[config.mk]
export PLATFORM = sky130hd
export DESIGN_NAME = nasti_wrr_arb
export DESIGN_NICKNAME = d
export VERILOG_FILES = /design/src/rtl/nasti_wrr_arb.sv
export SDC_FILE = /design/constraint.sdc
export NUM_CORES = 1
export LEC_CHECK = 0
export BUFFER_PORTS_ARGS = -buffer_cell sky130_fd_sc_hd__buf_2
export CAP_MARGIN = 40
export CORE_AREA = 3 3 61 105
export DETAILED_ROUTE_END_ITERATION = 8
export DIE_AREA = 0 0 64 108
export PLACE_DENSITY = 0.7
export SLEW_MARGIN = 20
export SYNTH_ARGS = -nofsm -noshare
export SYNTH_HDL_FRONTEND = slang
export SYNTH_SLANG_ARGS = --single-unit
[constraint.sdc]
create_clock -name clk -period 12.3 [get_ports clk]
set_input_delay 1.23 -clock clk [delete_from_list [all_inputs] [get_ports clk]]
set_output_delay 1.23 -clock clk [all_outputs]
set_load 0.02 [all_outputs]
[src/rtl/nasti_wrr_arb.sv]
// nasti_wrr_arb
//   Weighted round-robin scheduler for one NASTI address channel (AW or AR)
//   shared by up to N slave ports. Each requester may take weight+1
//   consecutive grants before priority rotates to the next port. A grant is
//   registered and held until ack (address handshake, or last write beat when
//   write-locked) or until the granted requester withdraws its request.
//
// Ports
//   clk        in   clock, all state updates on the rising edge
//   rst        in   synchronous active-high reset
//   req        in   [N]     request vector, bit i = port i has a valid address
//   weight     in   [N*WW]  per-port weight, field i = weight[i*WW +: WW]
//   enable     in   permits new grants (does not affect a held grant)
//   ack        in   current grant consumed, single-cycle pulse
//   gnt        out  [N]     one-hot registered grant
//   gnt_valid  out  OR of gnt
//   gnt_idx    out  [IW]    binary index of the granted port, 0 when idle
module nasti_wrr_arb #(
  parameter  int N  = 8,
  parameter  int WW = 4,
  localparam int IW = (N > 1) ? $clog2(N) : 1
) (
  input  logic            clk,
  input  logic            rst,
  input  logic [N-1:0]    req,
  input  logic [N*WW-1:0] weight,
  input  logic            enable,
  input  logic            ack,
  output logic [N-1:0]    gnt,
  output logic            gnt_valid,
  output logic [IW-1:0]   gnt_idx
);

  localparam logic [0:0] ARB   = 1'b0;
  localparam logic [0:0] GRANT = 1'b1;

  logic [0:0]    r_state;
  logic [N-1:0]  r_gnt;
  logic [IW-1:0] r_win;
  logic [IW-1:0] r_ptr;
  logic [WW:0]   r_cnt;

  logic          w_found;
  logic [IW-1:0] w_idx;
  logic [WW-1:0] w_wsel;
  logic [WW:0]   w_cnt_n;
  logic [IW-1:0] w_ptr_next;

  // (a + k) mod N for k in 0..N-1; N need not be a power of two.
  function automatic logic [IW-1:0] wrap_add(input logic [IW-1:0] a, input int k);
    int s;
    s = k + int'(a);
    if (s >= N) s = s - N;
    return s[IW-1:0];
  endfunction

  // Search requests starting at the priority pointer, wrapping around.
  always_comb begin
    w_found = 1'b0;
    w_idx   = '0;
    for (int k = 0; k < N; k++) begin
      if (!w_found && req[wrap_add(r_ptr, k)]) begin
        w_found = 1'b1;
        w_idx   = wrap_add(r_ptr, k);
      end
    end
  end

  // Weight is only looked at on the ack cycle, so mid-grant changes take
  // effect at the next ack. cnt is one bit wider than the weight, so an
  // all-ones weight (2^WW grants) never overflows.
  assign w_wsel     = weight[r_win*WW +: WW];
  assign w_cnt_n    = r_cnt + (WW+1)'(1);
  assign w_ptr_next = (r_win == IW'(N-1)) ? '0 : r_win + IW'(1);

  always_ff @(posedge clk) begin
    if (rst) begin
      r_state <= ARB;
      r_gnt   <= '0;
      r_win   <= '0;
      r_ptr   <= '0;
      r_cnt   <= '0;
    end else begin
      case (r_state)
        ARB: begin
          if (enable && w_found) begin
            r_gnt   <= {{(N-1){1'b0}}, 1'b1} << w_idx;
            r_win   <= w_idx;
            r_state <= GRANT;
            // A different owner starts a fresh quota.
            if (w_idx != r_ptr) begin
              r_ptr <= w_idx;
              r_cnt <= '0;
            end
          end
        end
        GRANT: begin
          // ack takes precedence over a simultaneous withdrawal.
          if (ack) begin
            if (w_cnt_n > {1'b0, w_wsel}) begin
              r_ptr <= w_ptr_next;
              r_cnt <= '0;
            end else begin
              r_cnt <= w_cnt_n;
            end
            r_gnt   <= '0;
            r_state <= ARB;
          end else if (!req[r_win]) begin
            // Withdrawn request: drop the grant, no quota consumed.
            r_gnt   <= '0;
            r_state <= ARB;
          end
        end
        default: begin
          r_gnt   <= '0;
          r_state <= ARB;
        end
      endcase
    end
  end

  assign gnt       = r_gnt;
  assign gnt_valid = |r_gnt;
  assign gnt_idx   = (r_state == GRANT) ? r_win : '0;

endmodule
* Yosys cells after proc, flatten, opt, wreduce, memory -nomap -nowiden
Cells that the tools add are included.
Operators by class: add/subtract/negate cells 17, magnitude comparators 18, eq/ne operators 7, shift operators 2, muxes and demuxes 62, bitwise operators 1, reduce and logical (&&, ||, !) cells 20
Operators by type and width (count):
- $mux 3 | 22
- $lt 3x4->1 const B | 9
- $shiftx 32x6->4 | 1
- $ge 4x4->1 const B | 7
- $bmux 1 s3 | 9
- $mux 8 | 3
- $sub 3x1->3 const B | 8
- $mux 1 | 20
- $mux 5 | 4
- $add 3x3->4 const A | 4
- $pmux 8 s2 | 1
- $pmux 5 s2 | 1
- $add 2x3->4 const A | 2
- $logic_and 1x1->1 | 8
- $reduce_or 8->1 | 1
- $shl 1x3->8 const A | 1
- $logic_not 1->1 | 7
- $ne 2x2->1 const B | 3
- $pmux 3 s2 | 1
- $add 5x1->5 const B | 1
- $gt 5x4->1 | 1
- $add 1x3->4 const A | 1
- $ge 3x4->1 const B | 1
- $reduce_and 2->1 | 2
- 9 further kinds | 9
Word-level totals: register bits 20, input bits 44, output and inout port bits 12

* Longest topological paths before layout
Gate-level depths: netlist of run 1.
depth in word-level cells 30, mapped depth 16, mapped depth without buffers 13

* Least setup slack after synthesis of run 1
OpenSTA, ideal clock, no wires.
path type register -> register, start register r_ptr[0], end register r_ptr[0], setup time 0.091 ns, arrival 4.015 ns, setup slack 8.195 ns, cell stages (with the launch flop) 17, buffers on the path 4, cells stage by stage dfxtp_1 buf_2 clkbuf_1 inv_1 ha_1 buf_2 mux2_2 nor2_1 a221o_1 and4b_4 and3b_1 buf_6 and3_4 or4_4 a41oi_4 a21oi_1 a311oi_1
On the way: cells in the longest elaborated chain, start to end 29, elaborated cells between the ends (all ways) 85, those cells by class 15 x add/sub; 8 x order compare; 3 x eq/ne; 43 x mux; 16 x reduce/logical
Ends and longest elaborated chain:
- start, declared | line 40 | logic [IW-1:0] r_ptr;
- start signal, assigned | line 92 | r_ptr <= w_idx;
- start signal, assigned | line 101 | r_ptr <= w_ptr_next;
- parallel branches: the longest is 29 deep, another holds $add 1x3->4
Parallel ways; which one is timed is not known. The select of a mux whose other input is x is not followed. A chain may end at the register's enable or synchronous reset.

* Worst setup path after layout of run 1
start register r_ptr[0], end register r_ptr[1]
Same word-level chain as after synthesis.

==> results.py, run 1 <==
metrics = {
    "setup_path": {
        "cp.required_ns": 12.48,
        "cp_top_family": "compound AO/OA/AOI/OAI gates",
        "worst-setup-path-type": "flip-flop to flip-flop",
        "path_buf_inv": 1,
        "cp_common_cell": "a21oi_1",
        "crit_chain": "inv_1 > ha_1 > mux2_2 > mux2i_1 > a221oi_1 > and3b_1 > a211oi_1 > a21oi_1 > a41oi_4 > a21oi_1 > a311oi_1",
        "cp_max_fo": 21,
        "cp_slowest_cell": "dfxtp_1",
        "end_kind": "flip-flop",
        "cp-start-kind": "flip-flop",
        "crit_path_max_incr_delay_ns": 0.83,
        "crit_arrival_ns": 4.91,
    },
    "sta": {
        "fin_ws_ns": 7.563,
        "setup_tns_ns": 0,
        "hold_viol": 0,
        "relSlewSlack_pct": 46.39,
        "slew_violations": 0,
        "grt_setup_unrepaired": "false",
        "holdWs_ns": 0.4924,
        "period_minus_slack_ns": 4.737,
        "timing.fmax_mhz": 211.1,
        "finalClockSkew_ns": 0.007141,
        "setup_viol": 0,
        "worstMarginPinSlew_ns": 0.8042,
        "fin_crit_sh_pct": 38.51,
    },
    "floorplanning": {
        "io_pins": 56,
        "row_count": 36,
        "die_h_um": 108,
        "fp.dieW_um": 64,
        "core_mm2": 0.005630,
        "start_util_pct": 39.16,
        "die_area_mm2": 0.006912,
    },
    "logic_synthesis": {
        "ys.flop_type": "dfxtp_1",
        "syn_nets": 298,
        "synth_cell_types": 52,
        "yosysWarnings": 0,
        "ys_seq_elements": 20,
        "synth_top_area_share_pct": 18.16,
        "synth_seq_area_share_pct": 18.16,
        "synth_area_leaders": "dfxtp_1, mux4_2, mux2i_1",
        "async_flop_share_pct": 0,
        "synth-edff-count": 0,
        "syn-cell-area_mm2": 0.002205,
        "yosys.area.top_type": "dfxtp_1",
        "postSynthCellCount": 245,
        "avgSynthCellArea_um2": 8.998,
    },
    "pwr": {
        "power_switching_mw": 0.3325,
        "p_int_mw": 0.3203,
        "total_power_mw": 0.6529,
        "switching_share_pct": 50.93,
        "pwr-share-seq_pct": 18.3,
        "pwr-share-comb_pct": 74.0,
        "irDropWorstVdd_uv": 112.7,
        "p_per_area_mw_per_mm2": 253.1,
        "leakage_nw": 1.039,
        "clock_power_share_pct": 7.7,
    },
    "grt": {
        "antenna_found_initial": 0,
        "grtUsageTotal_pct": 17.74,
        "grt_pass1_wl_um": 9942,
        "grt_pass1_vias": 2242,
        "gr-total-overflow": 0,
        "grt_max_degree": 22,
    },
    "clock_network": {
        "cts_resized": 0,
        "postCtsSetupBuffers": 0,
        "cts.clk_slew.worst_paths_ns": 0.08,
        "cts_buffers": 3,
        "cts.sinks": 20,
        "clockBufferDepth": 2,
        "cts-root-buf": "clkbuf_8",
        "insertion_delay_ns": 0.26,
        "cts_tree": "done",
        "hold_buffers": 0,
        "cts_htree_levels": 1,
    },
    "placed_design": {
        "io_buffers": 55,
        "dp_hpwl_um": 4733,
        "dpl_worst_slack_ns": 7.707,
        "gp_congestion": 0.9407,
    },
    "drt": {
        "drc": 0,
        "dr.pass1.iters": 4,
        "routed_via_density": 6.027,
        "num_vias": 2212,
        "wl_per_cell_um": 16.39,
        "antenna_left": 0,
        "first_iter_violations": 74,
        "drt-total-wl_um": 6014,
    },
    "worst_hold_path": {
        "min_path_type": "flip-flop to flip-flop",
    },
    "layout": {
        "nNetsFinal": 345,
        "drive_above_1_share_pct": 30.93,
        "area_growth_pct": 17.03,
        "diodes": 0,
        "fillCellCount": 548,
    },
    "job": {
        "max_cap_viol_count": 0,
    },
    "run_status": {
        "status": "complete, no violations",
    },
}
==> path summary, 6_finish.rpt <==
check                   startpoint                     to  slack, ns  cells past startpoint
max          r_ptr[0]$_SDFFE_PP0P_  r_ptr[1]$_SDFFE_PP0P_       7.56                     11
min          r_cnt[4]$_SDFFE_PP0P_  r_cnt[4]$_SDFFE_PP0P_       0.49                      1
max reg2reg  r_ptr[0]$_SDFFE_PP0P_  r_ptr[1]$_SDFFE_PP0P_       7.56                     11
min reg2reg  r_cnt[4]$_SDFFE_PP0P_  r_cnt[4]$_SDFFE_PP0P_       0.49                      1
==> worst reg2reg max path: cells and delay by family (launching register included) <==
kind                       cells  cell delay, ns
and+or+nand+nor                1            0.35
AOI/OAI and AO/OA              6            2.23
DFF                            1            0.83
buffers and inverters          1            0.26
muxes                          2            0.39
adders and majority gates      1            0.60
==> area by class of cell <==
cell class | count | area [µm²] | share of cell area [%]
Clock buffer | 4 | 55.05 | 2.134
Inverter | 5 | 18.77 | 0.7275
Multi-Input combinational cell | 206 | 1720 | 66.68
Sequential cell | 20 | 400.4 | 15.52
Tap cell | 76 | 95.09 | 3.686
Timing Repair Buffer | 56 | 290.3 | 11.25
==> layout by cell type, fill, tap and decap left out, drive strengths merged, types with 6 or more instances in the layout <==
master and instances:
nor2 27, mux4 16, nand2b 6, dfxtp 20, mux2 8, mux2i 12
and2 7, ha 9, a22oi 9, nor2b 7, a21oi 15, o21ai 13
buf 56, nand2 9
==> sequential cells by signal, indices dropped and copies added, names as in the netlist <==
| register | cells |
|---|---|
| r_cnt | 5 |
| r_state | 1 |
| r_ptr | 3 |
| gnt | 8 |
| r_win | 3 |
==> synth_stat cells (all sizes together), types with 5 or more instances <==
cell	number
nor2b	7
ha	9
o21ai	13
and2	7
nand2	9
clkbuf	7
nor2	27
mux2	8
mux2i	12
nand3	5
mux4	16
dfxtp	20
inv	5
a22oi	9
a21oi	15
buf	7
nand2b	6
==> per-stage QoR <==
stage / area (µm²) / instances / util, %
floorplan: 2205 / 245 / -
global placement: 2510 / 362 / 44.58
detailed placement: 2510 / 362 / 44.58
CTS: 2565 / 366 / 45.56
global route: 2580 / 367 / 45.82
finish: 2580 / 367 / 45.82
==> power groups by stage <==
| stage | sequential, mW | combinational [mW] | clock [mW] |
|---|---|---|---|
| final | 0.120 | 0.483 | 0.0502 |
| after global routing | 0.125 | 0.527 | 0.0530 |
| after CTS | 0.125 | 0.469 | 0.0509 |
| after detailed placement | 0.126 | 0.467 | 0 |
| after global placement | 0.125 | 0.462 | 0 |
| after floorplan | 0.0960 | 0.396 | 0 |
==> routing by layer <==
metal	up-vias	global-route usage, %	routed length [µm]
met3	23	1.455	254
met1	1063	16.96	2091
met5	-	0	0
li1	1047	-	-
met4	0	11.13	264
met2	79	35.09	3405
==> cells by family (layout without fill, tap and decap cells) <==
family | after synthesis | after routing | synth area share (%)
flops | 20 | 20 | 18.16
mux | 36 | 36 | 25.88
simple gates | 84 | 84 | 20.89
compound gates | 69 | 69 | 22.13
buf+inv | 19 | 65 | 3.803
xor+xnor | 8 | 8 | 4.030
fa+ha+maj | 9 | 9 | 5.108
(Power assumes the default switching activity.)
==> inputs of run 2 (changes only) <==
--- a/config.mk
+++ b/config.mk
@@ -10,7 +10,7 @@
 export CORE_AREA = 3 3 61 105
 export DETAILED_ROUTE_END_ITERATION = 8
 export DIE_AREA = 0 0 64 108
-export PLACE_DENSITY = 0.7
+export PLACE_DENSITY = 0.72
 export SLEW_MARGIN = 20
 export SYNTH_ARGS = -nofsm -noshare
 export SYNTH_HDL_FRONTEND = slang
==> constraint.sdc (replaced) <==
create_clock -name clk -period 3.9 [get_ports clk]
set_input_delay 0.39 -clock clk [delete_from_list [all_inputs] [get_ports clk]]
set_output_delay 0.39 -clock clk [all_outputs]
set_load 0.02 [all_outputs]
==> run 2 against run 1 <==
Compared with the run above: first-iteration DRC count is 99% higher; via count grew 0.63%; register-to-register slack got worse by 7.4 ns; highest routed layer unchanged.
==> results.py, run 2 (synthesized netlist as in run 1, its figures left out) <==
metrics = {
    "layout": {
        "final_util_pct": 47.60,
        "layout_common_cells": "buf_2, nor2_1, dfxtp_1",
        "largest_reg_flops": 8,
        "diodes": 0,
        "nNetsFinal": 357,
        "regArea_um2": 400.4,
        "mostFrequentLayoutCell": "buf_2",
        "area_growth_pct": 21.57,
        "drive_above_1_share_pct": 34.32,
        "final_cells": 379,
        "fillCellCount": 544,
        "multiInputGateArea_mm2": 0.001745,
    },
    "clock_network": {
        "postCtsSetupBuffers": 0,
        "cts.clk_slew.worst_paths_ns": 0.08,
        "cts_tree": "done",
        "cts_buffers": 3,
        "cts-root-buf": "clkbuf_8",
        "cts_htree_levels": 1,
        "insertion_delay_ns": 0.26,
        "cts.sinks": 20,
        "hold_buffers": 0,
        "clockBufferDepth": 2,
    },
    "drt": {
        "wl_per_cell_um": 16.33,
        "dr.pass1.iters": 4,
        "antenna_left": 0,
        "drc": 0,
        "routed_via_density": 5.873,
        "drt-total-wl_um": 6190,
        "num_vias": 2226,
        "first_iter_violations": 147,
    },
    "floorplanning": {
        "row_count": 36,
        "core_mm2": 0.005630,
        "fp.dieW_um": 64,
        "start_util_pct": 39.16,
        "io_pins": 56,
        "die_area_mm2": 0.006912,
        "die_h_um": 108,
    },
    "placed_design": {
        "placed_cells_incl_taps": 374,
        "dp_hpwl_um": 4845,
        "io_buffers": 55,
        "gp_congestion": 0.9985,
        "dpl_worst_slack_ns": 0.2351,
    },
    "setup_path": {
        "crit_arrival_ns": 3.94,
        "cp_max_fo": 11,
        "cp-start-kind": "flip-flop",
        "cp.required_ns": 4.07,
        "end_kind": "flip-flop",
        "r2r_cells": 12,
        "worst-setup-path-type": "flip-flop to flip-flop",
    },
    "pwr": {
        "total_power_mw": 2.169,
        "p_per_area_mw_per_mm2": 809.2,
        "irDropWorstVdd_uv": 315.8,
        "leakage_nw": 1.094,
    },
    "sta": {
        "fin_crit_sh_pct": 96.48,
        "hold_viol": 0,
        "setup_viol": 0,
        "worstMarginPinSlew_ns": 0.6880,
        "finalClockSkew_ns": 0.004310,
        "timing.fmax_mhz": 265.8,
        "fin_ws_ns": 0.1373,
        "slew_violations": 0,
        "period_minus_slack_ns": 3.763,
        "holdWs_ns": 0.4700,
        "relSlewSlack_pct": 53.86,
    },
    "grt": {
        "gr-total-overflow": 0,
        "antenna_found_initial": 0,
        "grt_pass1_wl_um": 9963,
        "grt_pass1_vias": 2245,
        "grtUsageTotal_pct": 17.69,
        "grt_max_degree": 22,
    },
    "worst_hold_path": {
        "hold_depth": 3,
        "min_path_type": "input port to flip-flop",
    },
    "job": {
        "max_cap_viol_count": 0,
    },
    "run_status": {
        "status": "complete, no violations",
    },
}
run 2: worst paths after layout:
| kind | end | from | slack, ns |
|---|---|---|---|
| worst max-delay path | r_ptr[0]$_SDFFE_PP0P_ | r_ptr[0]$_SDFFE_PP0P_ | 0.14 |
| worst min-delay path | r_state$_SDFF_PP0_ | ack | 0.47 |
| worst max register to register | r_ptr[0]$_SDFFE_PP0P_ | r_ptr[0]$_SDFFE_PP0P_ | 0.14 |
| worst min register to register | r_cnt[4]$_SDFFE_PP0P_ | r_cnt[4]$_SDFFE_PP0P_ | 0.51 |
run 2: area by class of cell:
class / count / area share, %
Clock buffer: 4 / 2.054
Inverter: 5 / 0.7003
Multi-Input combinational cell: 207 / 65.13
Sequential cell: 20 / 14.94
Tap cell: 76 / 3.548
Timing Repair Buffer: 67 / 13.63
run 2: where the power goes:
part	internal [mW]	switching [mW]	total, mW
logic	0.743	0.949	1.69
clock network	0.0898	0.0691	0.159
registers	0.248	0.0694	0.318
total	1.08	1.09	2.17
run 2: critical path, cell delays in order, from the launching register on:
cell      delay [ns]
dfxtp_1         0.34
inv_1           0.10
ha_1            0.52
mux2_2          0.27
mux2i_1         0.08
a221o_1         0.38
and3_1          0.21
a2111o_1        0.41
and2_1          0.18
or4_4           0.46
a41oi_4         0.31
a21oi_1         0.15
a311oi_1        0.25
run 2: through the flow:
stage / setup TNS, ns / area, µm²
final: 0 / 2680
after floorplan: 0 / 2211
after detailed placement: 0 / 2600
after global routing: -0.03300 / 2680
after CTS: 0 / 2655
after global placement: 0 / 2600
run 2: routing by layer:
| layer | vias up | share of wire, % | track usage, % |
|---|---|---|---|
| met1 | 1090 | 37 | 18.44 |
| met4 | 0 | 2.8 | 7.419 |
| met2 | 53 | 57 | 35.16 |
| met5 | - | 0 | 0 |
| li1 | 1069 | - | - |
| met3 | 14 | 2.5 | 1.247 |
run 2: repair_timing:
item / CTS / global route
hold endpoints to repair: 0 / 0
setup endpoints to repair: 0 / 2
gates resized for setup: 0 / 2
==> inputs of run 3 (changes only) <==
--- a/config.mk
+++ b/config.mk
@@ -10,7 +10,7 @@
 export CORE_AREA = 3 3 61 105
 export DETAILED_ROUTE_END_ITERATION = 8
 export DIE_AREA = 0 0 64 108
-export PLACE_DENSITY = 0.72
+export PLACE_DENSITY = 0.7
 export SLEW_MARGIN = 20
 export SYNTH_ARGS = -nofsm -noshare
 export SYNTH_HDL_FRONTEND = slang
==> constraint.sdc (replaced) <==
create_clock -name clk -period 4.43 [get_ports clk]
set_input_delay 0.443 -clock clk [delete_from_list [all_inputs] [get_ports clk]]
set_output_delay 0.443 -clock clk [all_outputs]
set_load 0.02 [all_outputs]
==> run 3 against run 2 <==
Compared with the run above: core utilization decreased by 1.1 points; cell area decreased by 2.3%; sequential share of layout area increased by 0.35 points; clock skew increased by 0.0028 ns; fmax decreased by 3.8%; sequential power decreased by 9.1%; clock power increased by 17%; via count decreased by 3.3%; sequential cell count unchanged; clock-buffer cell count decreased by 1; wire length decreased by 6.4%; die area unchanged.
==> results.py, run 3 (synthesized netlist as in run 1, its figures left out) <==
metrics = {
    "sta": {
        "setup_tns_ns": 0,
        "worstMarginPinSlew_ns": 0.7324,
        "hold_viol": 0,
        "relSlewSlack_pct": 51.11,
        "period_minus_slack_ns": 3.912,
        "fin_crit_sh_pct": 88.31,
        "finalClockSkew_ns": 0.007062,
        "slew_violations": 0,
        "holdWs_ns": 0.4838,
        "setup_viol": 0,
        "grt_setup_unrepaired": "false",
        "timing.fmax_mhz": 255.6,
    },
    "worst_hold_path": {
        "min_path_type": "flip-flop to flip-flop",
        "hold_depth": 1,
    },
    "clock_network": {
        "cts-root-buf": "clkbuf_8",
        "cts.sinks": 20,
        "cts_resized": 0,
        "cts_buffers": 3,
        "cts.clk_slew.worst_paths_ns": 0.07,
        "clockBufferDepth": 2,
        "cts_htree_levels": 1,
        "cts_tree": "done",
        "insertion_delay_ns": 0.27,
        "hold_buffers": 0,
        "postCtsSetupBuffers": 0,
    },
    "floorplanning": {
        "io_pins": 56,
        "core_mm2": 0.005630,
        "die_area_mm2": 0.006912,
        "fp.dieW_um": 64,
        "row_count": 36,
        "start_util_pct": 39.16,
        "die_h_um": 108,
    },
    "drt": {
        "dr.pass1.iters": 5,
        "first_iter_violations": 86,
        "antenna_left": 0,
        "drc": 0,
        "drt-total-wl_um": 5791,
        "wl_per_cell_um": 15.65,
        "routed_via_density": 5.816,
        "num_vias": 2152,
    },
    "layout": {
        "mostFrequentLayoutCell": "buf_2",
        "diodes": 0,
        "final_util_pct": 46.51,
        "drive_above_1_share_pct": 31.63,
        "area_growth_pct": 18.79,
        "nNetsFinal": 348,
        "final_cell_area_mm2": 0.002619,
        "largest_reg_flops": 8,
        "layout_common_cells": "buf_2, nor2_1, dfxtp_1",
    },
    "setup_path": {
        "end_kind": "flip-flop",
        "crit_arrival_ns": 4.09,
        "cp_slowest_cell": "a221oi_1",
        "cp.depth": 11,
        "cp-start-kind": "flip-flop",
        "crit_chain": "buf_4 > ha_1 > xor2_4 > mux2i_1 > a221oi_1 > and3b_1 > and3_4 > or4_4 > a41oi_4 > a21oi_1 > a311oi_1",
        "cp_top_family": "compound AO/OA/AOI/OAI gates",
        "r2r_cells": 11,
        "worst-setup-path-type": "flip-flop to flip-flop",
        "path_buf_inv": 1,
        "cp_max_fo": 20,
        "crit_path_max_incr_delay_ns": 0.64,
        "cp.required_ns": 4.61,
    },
    "grt": {
        "grt_util_met1_pct": 17.65,
        "antenna_found_initial": 0,
        "gr-total-overflow": 0,
        "grtUsageTotal_pct": 16.94,
        "grt_max_degree": 22,
        "grt_pass1_vias": 2173,
        "grtUsageMet3_pct": 1.559,
        "grt_busiest_layer": "met2",
        "grt_pass1_wl_um": 9591,
        "use_met2_pct": 33.09,
    },
    "placed_design": {
        "placed_area_mm2": 0.002532,
        "dp_hpwl_um": 4519,
        "gp_congestion": 0.8730,
        "io_buffers": 55,
    },
    "pwr": {
        "irDropWorstVdd_uv": 290.7,
        "leakage_nw": 1.061,
        "p_per_area_mw_per_mm2": 709.0,
    },
    "run_status": {
        "status": "complete, no violations",
    },
    "job": {
        "max_cap_viol_count": 0,
    },
}
==> run 3: changes by cell type in the layout (fill, tap and decap cells not counted) <==
| cell | delta |
|---|---|
| a41oi_2 | -1 |
| a311oi_2 | -1 |
| a311oi_1 | +1 |
| bufinv_16 | +1 |
| ha_2 | -1 |
| buf_8 | +1 |
| ha_1 | +1 |
| buf_4 | -9 |
| clkbuf_8 | -1 |
==> run 3: per-layer routing <==
| layer | wire length, µm | part of all wire, % |
|---|---|---|
| met5 | 0 | 0 |
| met4 | 118 | 2.0 |
| met3 | 207 | 3.6 |
| met2 | 3304 | 57 |
| met1 | 2160 | 37 |
==> run 3: final cells by class <==
class	count	area [µm²]
repair buffers	59	312.8
clock inverters	1	30.03
multi-input cells	206	1720
clock buffers	3	41.29
fillers	553	3012
inverters	5	18.77
well taps	76	95.09
flip-flops and latches	20	400.4
==> run 3: power breakdown <==
part / switching, mW / total (mW) / internal (mW)
combinational: 0.778 / 1.38 / 0.603
clock: 0.0657 / 0.186 / 0.121
sequential: 0.0709 / 0.289 / 0.218
==> run 3: stage by stage <==
step	total power, mW	setup WS [ns]	std cells
2_1_floorplan	1.366	0.3245	245
3_3_place_gp	1.637	0.6707	365
3_5_place_dp	1.650	0.5523	365
4_1_cts	1.837	0.5596	369
5_1_grt	2.006	0.1505	370
6_report	1.857	0.5179	370
==> run 3: path summary, 6_finish.rpt <==
kind | from | to | slack (ns)
worst max-delay path | r_ptr[0]$_SDFFE_PP0P_ | r_ptr[2]$_SDFFE_PP0P_ | 0.52
worst min-delay path | r_cnt[4]$_SDFFE_PP0P_ | r_cnt[4]$_SDFFE_PP0P_ | 0.48
worst max register to register | r_ptr[0]$_SDFFE_PP0P_ | r_ptr[2]$_SDFFE_PP0P_ | 0.52
worst min register to register | r_cnt[4]$_SDFFE_PP0P_ | r_cnt[4]$_SDFFE_PP0P_ | 0.48
